## config.mk

```make
export PLATFORM = sky130hd
export DESIGN_NAME = div
export DESIGN_NICKNAME = d
export VERILOG_FILES = /design/src/rtl/div_pkg.sv /design/src/rtl/div.sv
export SDC_FILE = /design/constraint.sdc
export NUM_CORES = 1
export LEC_CHECK = 0
export BUFFER_PORTS_ARGS = -buffer_cell sky130_fd_sc_hd__buf_2
export CORE_MARGIN = 2
export CORE_UTILIZATION = 30
export DETAILED_ROUTE_END_ITERATION = 10
export SETUP_SLACK_MARGIN = 0.2
export SLEW_MARGIN = 20
export SYNTH_ARGS = -nofsm -noshare
export SYNTH_HDL_FRONTEND = slang
export SYNTH_SLANG_ARGS = --single-unit
export TNS_END_PERCENT = 1
```

## constraint.sdc

```tcl
create_clock -name clk -period 5.2 [get_ports clk]
set_input_delay 1.04 -clock clk [delete_from_list [all_inputs] [get_ports clk]]
set_output_delay 1.04 -clock clk [all_outputs]
set_load 0.005 [all_outputs]
```

## src/rtl/div_pkg.sv

```systemverilog
// Shared definitions for the RV32M iterative divider: func3 encodings,
// FSM state encoding and small operand helpers.
package div_pkg;

    localparam logic [2:0] INST_DIV  = 3'b100;
    localparam logic [2:0] INST_DIVU = 3'b101;
    localparam logic [2:0] INST_REM  = 3'b110;
    localparam logic [2:0] INST_REMU = 3'b111;

    typedef enum logic [1:0] {
        S_IDLE = 2'd0,
        S_CALC = 2'd1,
        S_END  = 2'd2
    } state_t;

    function automatic logic [31:0] negate(input logic [31:0] value);
        return ~value + 32'd1;
    endfunction

    function automatic logic op_is_signed(input logic [2:0] op);
        return (op == INST_DIV) || (op == INST_REM);
    endfunction

    function automatic logic op_is_rem(input logic [2:0] op);
        return (op == INST_REM) || (op == INST_REMU);
    endfunction

endpackage

```

## src/rtl/div.sv

```systemverilog
// Multi-cycle restoring divider for DIV/DIVU/REM/REMU: one quotient bit per
// cycle, divide-by-zero and signed overflow resolved without iteration.
module div
    import div_pkg::*;
(
    input  logic        clk,
    input  logic        rst_n,
    input  logic        start_i,
    input  logic [31:0] op1_i,
    input  logic [31:0] op2_i,
    input  logic [2:0]  op_i,
    input  logic [4:0]  rd_addr_i,
    input  logic        flush_i,
    output logic        busy_o,
    output logic        ready_o,
    output logic [31:0] result_o,
    output logic [4:0]  rd_addr_o
);

    state_t      state;
    logic [4:0]  count;
    logic [31:0] rem;
    logic [31:0] quot;
    logic [31:0] divisor;
    logic [2:0]  op;
    logic [4:0]  rd_addr_q;
    logic        neg_quot;
    logic        neg_rem;

    logic        in_signed;
    logic [31:0] abs_op1;
    logic [31:0] abs_op2;
    logic        div_zero;
    logic        overflow;
    logic [31:0] special_quot;
    logic [31:0] special_rem;
    logic [31:0] special_res;
    logic [32:0] shifted;
    logic [32:0] trial;
    logic        trial_ok;
    logic [31:0] rem_nxt;
    logic [31:0] quot_nxt;
    logic [31:0] raw_res;
    logic        res_neg;
    logic [31:0] final_res;

    always_comb begin
        in_signed    = op_is_signed(op_i);
        abs_op1      = (in_signed && op1_i[31]) ? negate(op1_i) : op1_i;
        abs_op2      = (in_signed && op2_i[31]) ? negate(op2_i) : op2_i;
        div_zero     = (op2_i == 32'd0);
        overflow     = in_signed && (op1_i == 32'h8000_0000) && (op2_i == 32'hFFFF_FFFF);
        // Special results are already final, so they bypass the sign fix-up.
        special_quot = div_zero ? 32'hFFFF_FFFF : 32'h8000_0000;
        special_rem  = div_zero ? op1_i : 32'd0;
        special_res  = op_is_rem(op_i) ? special_rem : special_quot;

        // The remainder stays below the divisor, so a 33-bit trial cannot
        // overflow and bit 32 alone flags a negative difference.
        shifted      = {rem, quot[31]};
        trial        = shifted - {1'b0, divisor};
        trial_ok     = ~trial[32];
        rem_nxt      = trial_ok ? trial[31:0] : shifted[31:0];
        quot_nxt     = {quot[30:0], trial_ok};

        raw_res      = op_is_rem(op) ? rem_nxt : quot_nxt;
        res_neg      = op_is_signed(op) && (op_is_rem(op) ? neg_rem : neg_quot);
        final_res    = res_neg ? negate(raw_res) : raw_res;
    end

    assign busy_o = (state != S_IDLE);

    // NOTE: all state updates below use non-blocking assignments so every
    // register samples the pre-edge values, regardless of statement order.
    always_ff @(posedge clk or negedge rst_n) begin
        if (!rst_n) begin
            state     <= S_IDLE;
            count     <= 5'd0;
            rem       <= 32'd0;
            quot      <= 32'd0;
            divisor   <= 32'd0;
            op        <= 3'd0;
            rd_addr_q <= 5'd0;
            neg_quot  <= 1'b0;
            neg_rem   <= 1'b0;
            ready_o   <= 1'b0;
            result_o  <= 32'd0;
            rd_addr_o <= 5'd0;
        end else if (flush_i) begin
            state   <= S_IDLE;
            ready_o <= 1'b0;
        end else begin
            case (state)
                S_IDLE: begin
                    ready_o <= 1'b0;
                    if (start_i) begin
                        op        <= op_i;
                        rd_addr_q <= rd_addr_i;
                        neg_quot  <= in_signed && (op1_i[31] ^ op2_i[31]);
                        neg_rem   <= in_signed && op1_i[31];
                        divisor   <= abs_op2;
                        count     <= 5'd0;
                        if (div_zero || overflow) begin
                            quot      <= special_quot;
                            rem       <= special_rem;
                            result_o  <= special_res;
                            rd_addr_o <= rd_addr_i;
                            ready_o   <= 1'b1;
                            state     <= S_END;
                        end else begin
                            quot  <= abs_op1;
                            rem   <= 32'd0;
                            state <= S_CALC;
                        end
                    end
                end
                S_CALC: begin
                    quot  <= quot_nxt;
                    rem   <= rem_nxt;
                    count <= count + 5'd1;
                    if (count == 5'd31) begin
                        result_o  <= final_res;
                        rd_addr_o <= rd_addr_q;
                        ready_o   <= 1'b1;
                        state     <= S_END;
                    end
                end
                S_END: begin
                    ready_o <= 1'b0;
                    state   <= S_IDLE;
                end
                default: begin
                    ready_o <= 1'b0;
                    state   <= S_IDLE;
                end
            endcase
        end
    end

endmodule

```

# == Yosys cells after proc, flatten, opt, wreduce, memory -nomap -nowiden ==
# Index checks and enable logic that the tools add are counted.
# totals
mem_bits_ro,0
elab_cells,92
n_memories,0
latchBits,0
mem_bits_rw,0
out_inout_bits,39
in_bits,76
ff_bits,151
# op_classes
n_bitwise,6
shifts,0
n_mux,35
div,0
mul,0
magnitude_cmp,0
n_reduce_logical,19
n_eq_ne,15
add_sub_neg,5
# op_table
op,count
$mux 32,14
$pmux 32 s2,3
$add 32x1->32 const B,3
$not 32->32,3
$eq 32x32->1 const B,2
$sub 33x32->33,1
$logic_not 32->1,1
$mux 31,1
$mux 5,4
$pmux 5 s2,2
$eq 3x3->1 const B,6
$mux 2,4
$logic_and 1x1->1,6
$ne 2x2->1 const B,3
$ne 3x3->1 const B,2
$reduce_and 3->1,2
$add 5x1->5 const B,1
$eq 5x5->1 const B,1
$logic_or 1x1->1,5
$mux 1,5
$reduce_and 5->1,1
$pmux 2 s2,1
$reduce_bool 2->1,2
$eq 2x1->1 const B,1
5 further kinds,6

# == Longest topological paths before layout ==
# logic_depth
word_depth,9
depth_mapped,22
mapped_depth_nobuf,20

# == Worst setup path after synthesis ==
# Ideal clock, no wire load.
# synth_timing
path_kind,flip-flop to flip-flop
startpoint,register quot[31]
endpoint,register result_o[22]
path_stages_with_launch,23
arrival_ns,4.420
path_buffers,3
setup_time_ns,0.121
synth_period_minus_slack_ns,4.541
required_time_ns,5.079
slack_ns,0.659
path_cell_list,dfrtp_1 -> inv_1 -> ha_1 -> inv_1 -> fa_1 -> a211oi_1 -> o211ai_1 -> nand2_1 -> nand2_1 -> a41o_1 -> nor2_2 -> buf_6 -> buf_2 -> buf_1 -> nor3_1 -> a21oi_1 -> ha_1 -> o21ai_1 -> a211o_1 -> nor4b_4 -> o2111ai_1 -> mux2i_1 -> o22a_1
# synth_via
elab_chain_len,8
elab_cells_between_ends,9
cone_classes,2 x add/sub; 5 x mux; 2 x bitwise
# synth_lines
item,line_no,rtl
"start, declared",div.sv:23,logic [31:0] quot;
"start signal, assigned",div.sv:104,quot <= special_quot;
"start signal, assigned",div.sv:111,quot <= abs_op1;
"start signal, assigned",div.sv:118,quot <= quot_nxt;
$sub 33x32->33,div.sv:61,"trial = shifted - {1'b0, divisor};"
$mux 32 / $not 1->1 (equally long branches),"div.sv:63, div.sv:62",
$mux 32 *,div.sv:66,raw_res = op_is_rem(op) ? rem_nxt : quot_nxt;
$not 32->32,div_pkg.sv:17,return ~value + 32'd1;
$add 32x1->32,div_pkg.sv:17,
$mux 32 *,div.sv:68,final_res = res_neg ? negate(raw_res) : raw_res;
$mux 32 *,div.sv:121,if (count == 5'd31) begin
$pmux 32 s2 *,div.sv:93,case (state)
"end signal, assigned",div.sv:106,result_o <= special_res;
"end signal, assigned",div.sv:122,result_o <= final_res;
"end, declared",div.sv:16,"output logic [31:0] result_o,"
# Every way passes the cells marked *; elsewhere a longest branch is shown, timed or not. The select of a mux whose other input is x is not followed.
# A chain may end at the register's enable or synchronous reset.

# == Worst setup path in the final report ==
# Same ends and word-level chain as after synthesis.

==> flow_metrics.py <==
metrics = {
    "route": {
        "drt-initial-drc-count": 1147,
        "dr.pass1.iters": 5,
        "finalWirelength_um": 41740,
        "drt-wirelength-per-cell_um": 19.01,
        "highest_layer": "met4",
        "postRouteAntennaNets": 0,
        "viasPerCell": 5.563,
        "route.met3.wl_um": 3666,
        "route.vias.total": 12220,
        "drc_errors": 0,
        "m1WireLength_um": 20220,
        "dr_wl_met2_um": 17080,
    },
    "setup_path": {
        "worst-path-stages": 19,
        "crit_start": "quot[31]$_DFFE_PN0P_",
        "endpoint": "result_o[22]$_DFFE_PN0P_",
        "cp.required_ns": 5.54,
        "crit_type": "reg2reg",
        "path_cells": "inv_1 > ha_1 > inv_1 > fa_1 > a211oi_1 > o211ai_1 > nand2_1 > nand2_1 > a41o_1 > nor2_4 > nor3_1 > a21oi_1 > ha_1 > o21ai_1 > a211o_1 > nor4b_4 > o2111ai_1 > mux2i_1 > o22a_1",
        "crit_path_max_incr_delay_ns": 0.43,
        "startpoint_type": "register",
        "critPathTopFamily": "compound AO/OA/AOI/OAI gates",
        "crit_path_end_kind": "register",
        "worst_path_max_delay_cell": "fa_1",
        "cp.arrival_ns": 5.11,
        "ff2ff_path_depth": 19,
        "reg2reg_slack_ns": 0.43,
        "reg2reg_to": "result_o[22]$_DFFE_PN0P_",
        "critPathMaxFanout": 6,
        "crit_buf_inv": 2,
        "worstReg2RegStart": "quot[31]$_DFFE_PN0P_",
    },
    "flow_run": {
        "drv_cap": 0,
    },
    "clock_network": {
        "cts_sinks": 151,
        "htree_levels": 4,
        "clockRootBuffer": "clkbuf_16",
        "tritoncts": "yes",
        "path_clk_slew_ns": 0.07,
        "clockBufferDepth": 2,
        "insertion_delay_ns": 0.45,
        "cts_made_buffers": 17,
        "ctsHoldBuffers": 0,
    },
    "placed_design": {
        "gp_congestion": 0.9048,
        "dpl.hpwl_um": 31590,
        "numPortBuffers": 114,
        "placed_cells_incl_taps": 2165,
        "placed_cell_area_um2": 13240,
    },
    "timing": {
        "min_period_ns": 4.774,
        "period_share_pct": 91.81,
        "finalSetupTns_ns": 0,
        "hold_viol": 0,
        "setup_viol": 0,
        "clock_skew_ns": 0.01918,
        "max_freq_ghz": 0.2095,
        "grt_setup_unrepaired": "true",
        "drv_slew": 0,
        "maxSlewHeadroom_pct": 29.97,
        "worst_slew_pin_slew_ns": 1.051,
    },
    "synthesis": {
        "synthesis.nets": 1711,
        "synth_compound_area_share_pct": 26.83,
        "yosys_warnings": 0,
        "synth.area.mux_share_pct": 3.352,
        "syn-instance-count": 1596,
        "synth_edf_count": 0,
        "synthArstFlopShare_pct": 100.0,
        "ys_ff_latch": 151,
        "synth-simple-area-share_pct": 21.84,
        "synth_top_family_by_area": "compound AO/OA/AOI/OAI gates",
        "synth_xor_area_share_pct": 7.653,
        "synth.avg_cell_area_um2": 7.601,
        "seq_area_frac_synth_pct": 31.15,
        "syn_area_um2": 12130,
        "synth_ff_type": "dfrtp_1",
        "synth_fa_ha_area_share_pct": 4.084,
        "synthDistinctLibCells": 83,
    },
    "power": {
        "power.leakage_nw": 5.710,
        "p_clk_share_pct": 18.0,
        "seqPwrFrac_pct": 29.6,
        "p_total_mw": 6.986,
        "ir_worst_vdd_uv": 186.0,
        "p_switching_mw": 3.295,
        "switching_share_pct": 47.16,
        "comb_power_share_pct": 52.4,
        "p_per_area_nw_per_um2": 505.6,
        "internal_power_mw": 3.691,
    },
    "finish": {
        "multi_input_area_um2": 7782,
        "drive_above_1_share_pct": 13.52,
        "areaGrowthSynthToFinish_pct": 13.89,
        "mostFrequentLayoutCells": "a21oi_1 (188), nor2_1 (188), nand2_1 (186), o21ai_0 (152), dfrtp_1 (151)",
        "nets": 1774,
        "fillers": 4257,
        "final_cells": 2196,
        "ff_latch_area_um2": 3779,
        "final_cell_area_um2": 13820,
        "num_antenna_cells": 0,
    },
    "grt": {
        "first_global_vias": 11330,
        "grt_overflow": 0,
        "grt_max_degree": 92,
        "grt_pass1_wl_um": 65410,
        "antenna_found_initial": 0,
        "grt_use_total_pct": 19.99,
    },
    "hold_path": {
        "worstHoldPathType": "reg2reg",
    },
    "floorplan": {
        "start_util_pct": 30.46,
        "die_w_um": 205.1,
        "io_pins": 115,
        "dieArea_um2": 42060,
        "rows": 73,
        "die_h_um": 205.1,
        "fp.coreArea_um2": 39820,
    },
    "outcome": {
        "status": "complete, no violations",
    },
}
flip-flops by register name, summed over array words and instances (netlist names):
name	flops
state	2
result_o	32
divisor	32
rem	32
neg_quot	1
ready_o	1
op	3
rd_addr_o	5
rd_addr_q	5
quot	32
neg_rem	1
count	5
cell families after synthesis:
family | after synthesis
AND/OR/NAND/NOR | 571
XOR/XNOR | 106
adder cells (fa/ha/maj) | 39
flip-flops | 151
AO/OA/AOI/OAI | 540
multiplexers | 39
buffers and inverters | 150
how the worst min path moves through the flow:
stage	from	end	slack [ns]	depth (start not counted)
after floorplan	count[4]$_DFFE_PN0P_	count[4]$_DFFE_PN0P_	0.45	2
after global placement	count[4]$_DFFE_PN0P_	count[4]$_DFFE_PN0P_	0.46	2
after detailed placement	count[4]$_DFFE_PN0P_	count[4]$_DFFE_PN0P_	0.47	2
after CTS	count[4]$_DFFE_PN0P_	count[4]$_DFFE_PN0P_	0.48	2
after global routing	result_o[19]$_DFFE_PN0P_	result_o[19]$_DFFE_PN0P_	0.51	1
final	count[4]$_DFFE_PN0P_	count[4]$_DFFE_PN0P_	0.48	2
synth_stat cells (21+ instances only):
cell type / instances / share of area (%)
ha_1: 38 / 3.9
nor3_1: 40 / 1.7
xor2_1: 47 / 3.4
nand2_1: 187 / 5.8
mux2i_1: 26 / 2.1
o21ai_0: 152 / 6.3
nor2_1: 188 / 5.8
a31oi_1: 41 / 2.1
dfrtp_1: 151 / 31
clkbuf_1: 75 / 2.3
a21oi_1: 188 / 7.8
o31ai_1: 21 / 1.3
xnor2_1: 59 / 4.3
inv_1: 48 / 1.5
nand3_1: 23 / 0.95
stage by stage:
step | setup WS [ns] | hold WS (ns) | utilization (%)
2_1_floorplan | 0.6590 | 0.4453 | -
3_3_place_gp | 0.6202 | 0.4580 | 33.22
3_5_place_dp | 0.5243 | 0.4671 | 33.23
4_1_cts | 0.4995 | 0.4831 | 34.69
5_1_grt | 0.1440 | 0.5061 | 34.70
6_report | 0.4260 | 0.4829 | 34.70
what timing repair did:
item / in CTS / in global routing
endpoints found under the hold margin: 0 / 0
endpoints found under the setup margin: 0 / 5
buffers inserted: 0 / 0
resized for setup: 0 / 1
per-layer routing:
layer  up-vias  track usage (%)
li1       5872                -
met1      5770            29.43
met2       516            28.64
met3        58            5.154
met4         0            5.267
met5         -                0
layout make-up:
| class | instances | share of cell area (%) |
|---|---|---|
| Multi-Input combinational cell | 1295 | 56.33 |
| Sequential cell | 151 | 27.35 |
| Timing Repair Buffer | 145 | 6.040 |
| Tap cell | 525 | 4.754 |
| Clock buffer | 20 | 3.378 |
| Inverter | 49 | 1.331 |
| Clock inverter | 11 | 0.8241 |
worst register-to-register path, cell delays in order (launching register included):
cell and delay (ns):
dfrtp_1 0.41, inv_1 0.11, ha_1 0.18, inv_1 0.05, fa_1 0.43, a211oi_1 0.30, o211ai_1 0.14, nand2_1 0.17
nand2_1 0.13, a41o_1 0.34, nor2_4 0.14, nor3_1 0.06, a21oi_1 0.41, ha_1 0.29, o21ai_1 0.18, a211o_1 0.37
nor4b_4 0.43, o2111ai_1 0.22, mux2i_1 0.16, o22a_1 0.16
power groups by stage:
stage	logic, mW	clock network (mW)	registers [mW]
2_1_floorplan	2.56	0	1.94
3_3_place_gp	3.55	0	2.06
3_5_place_dp	3.59	0	2.08
4_1_cts	3.61	1.29	2.06
5_1_grt	4.06	1.34	2.12
6_report	3.66	1.26	2.06
No activity file was read; power rests on OpenSTA's default activity.
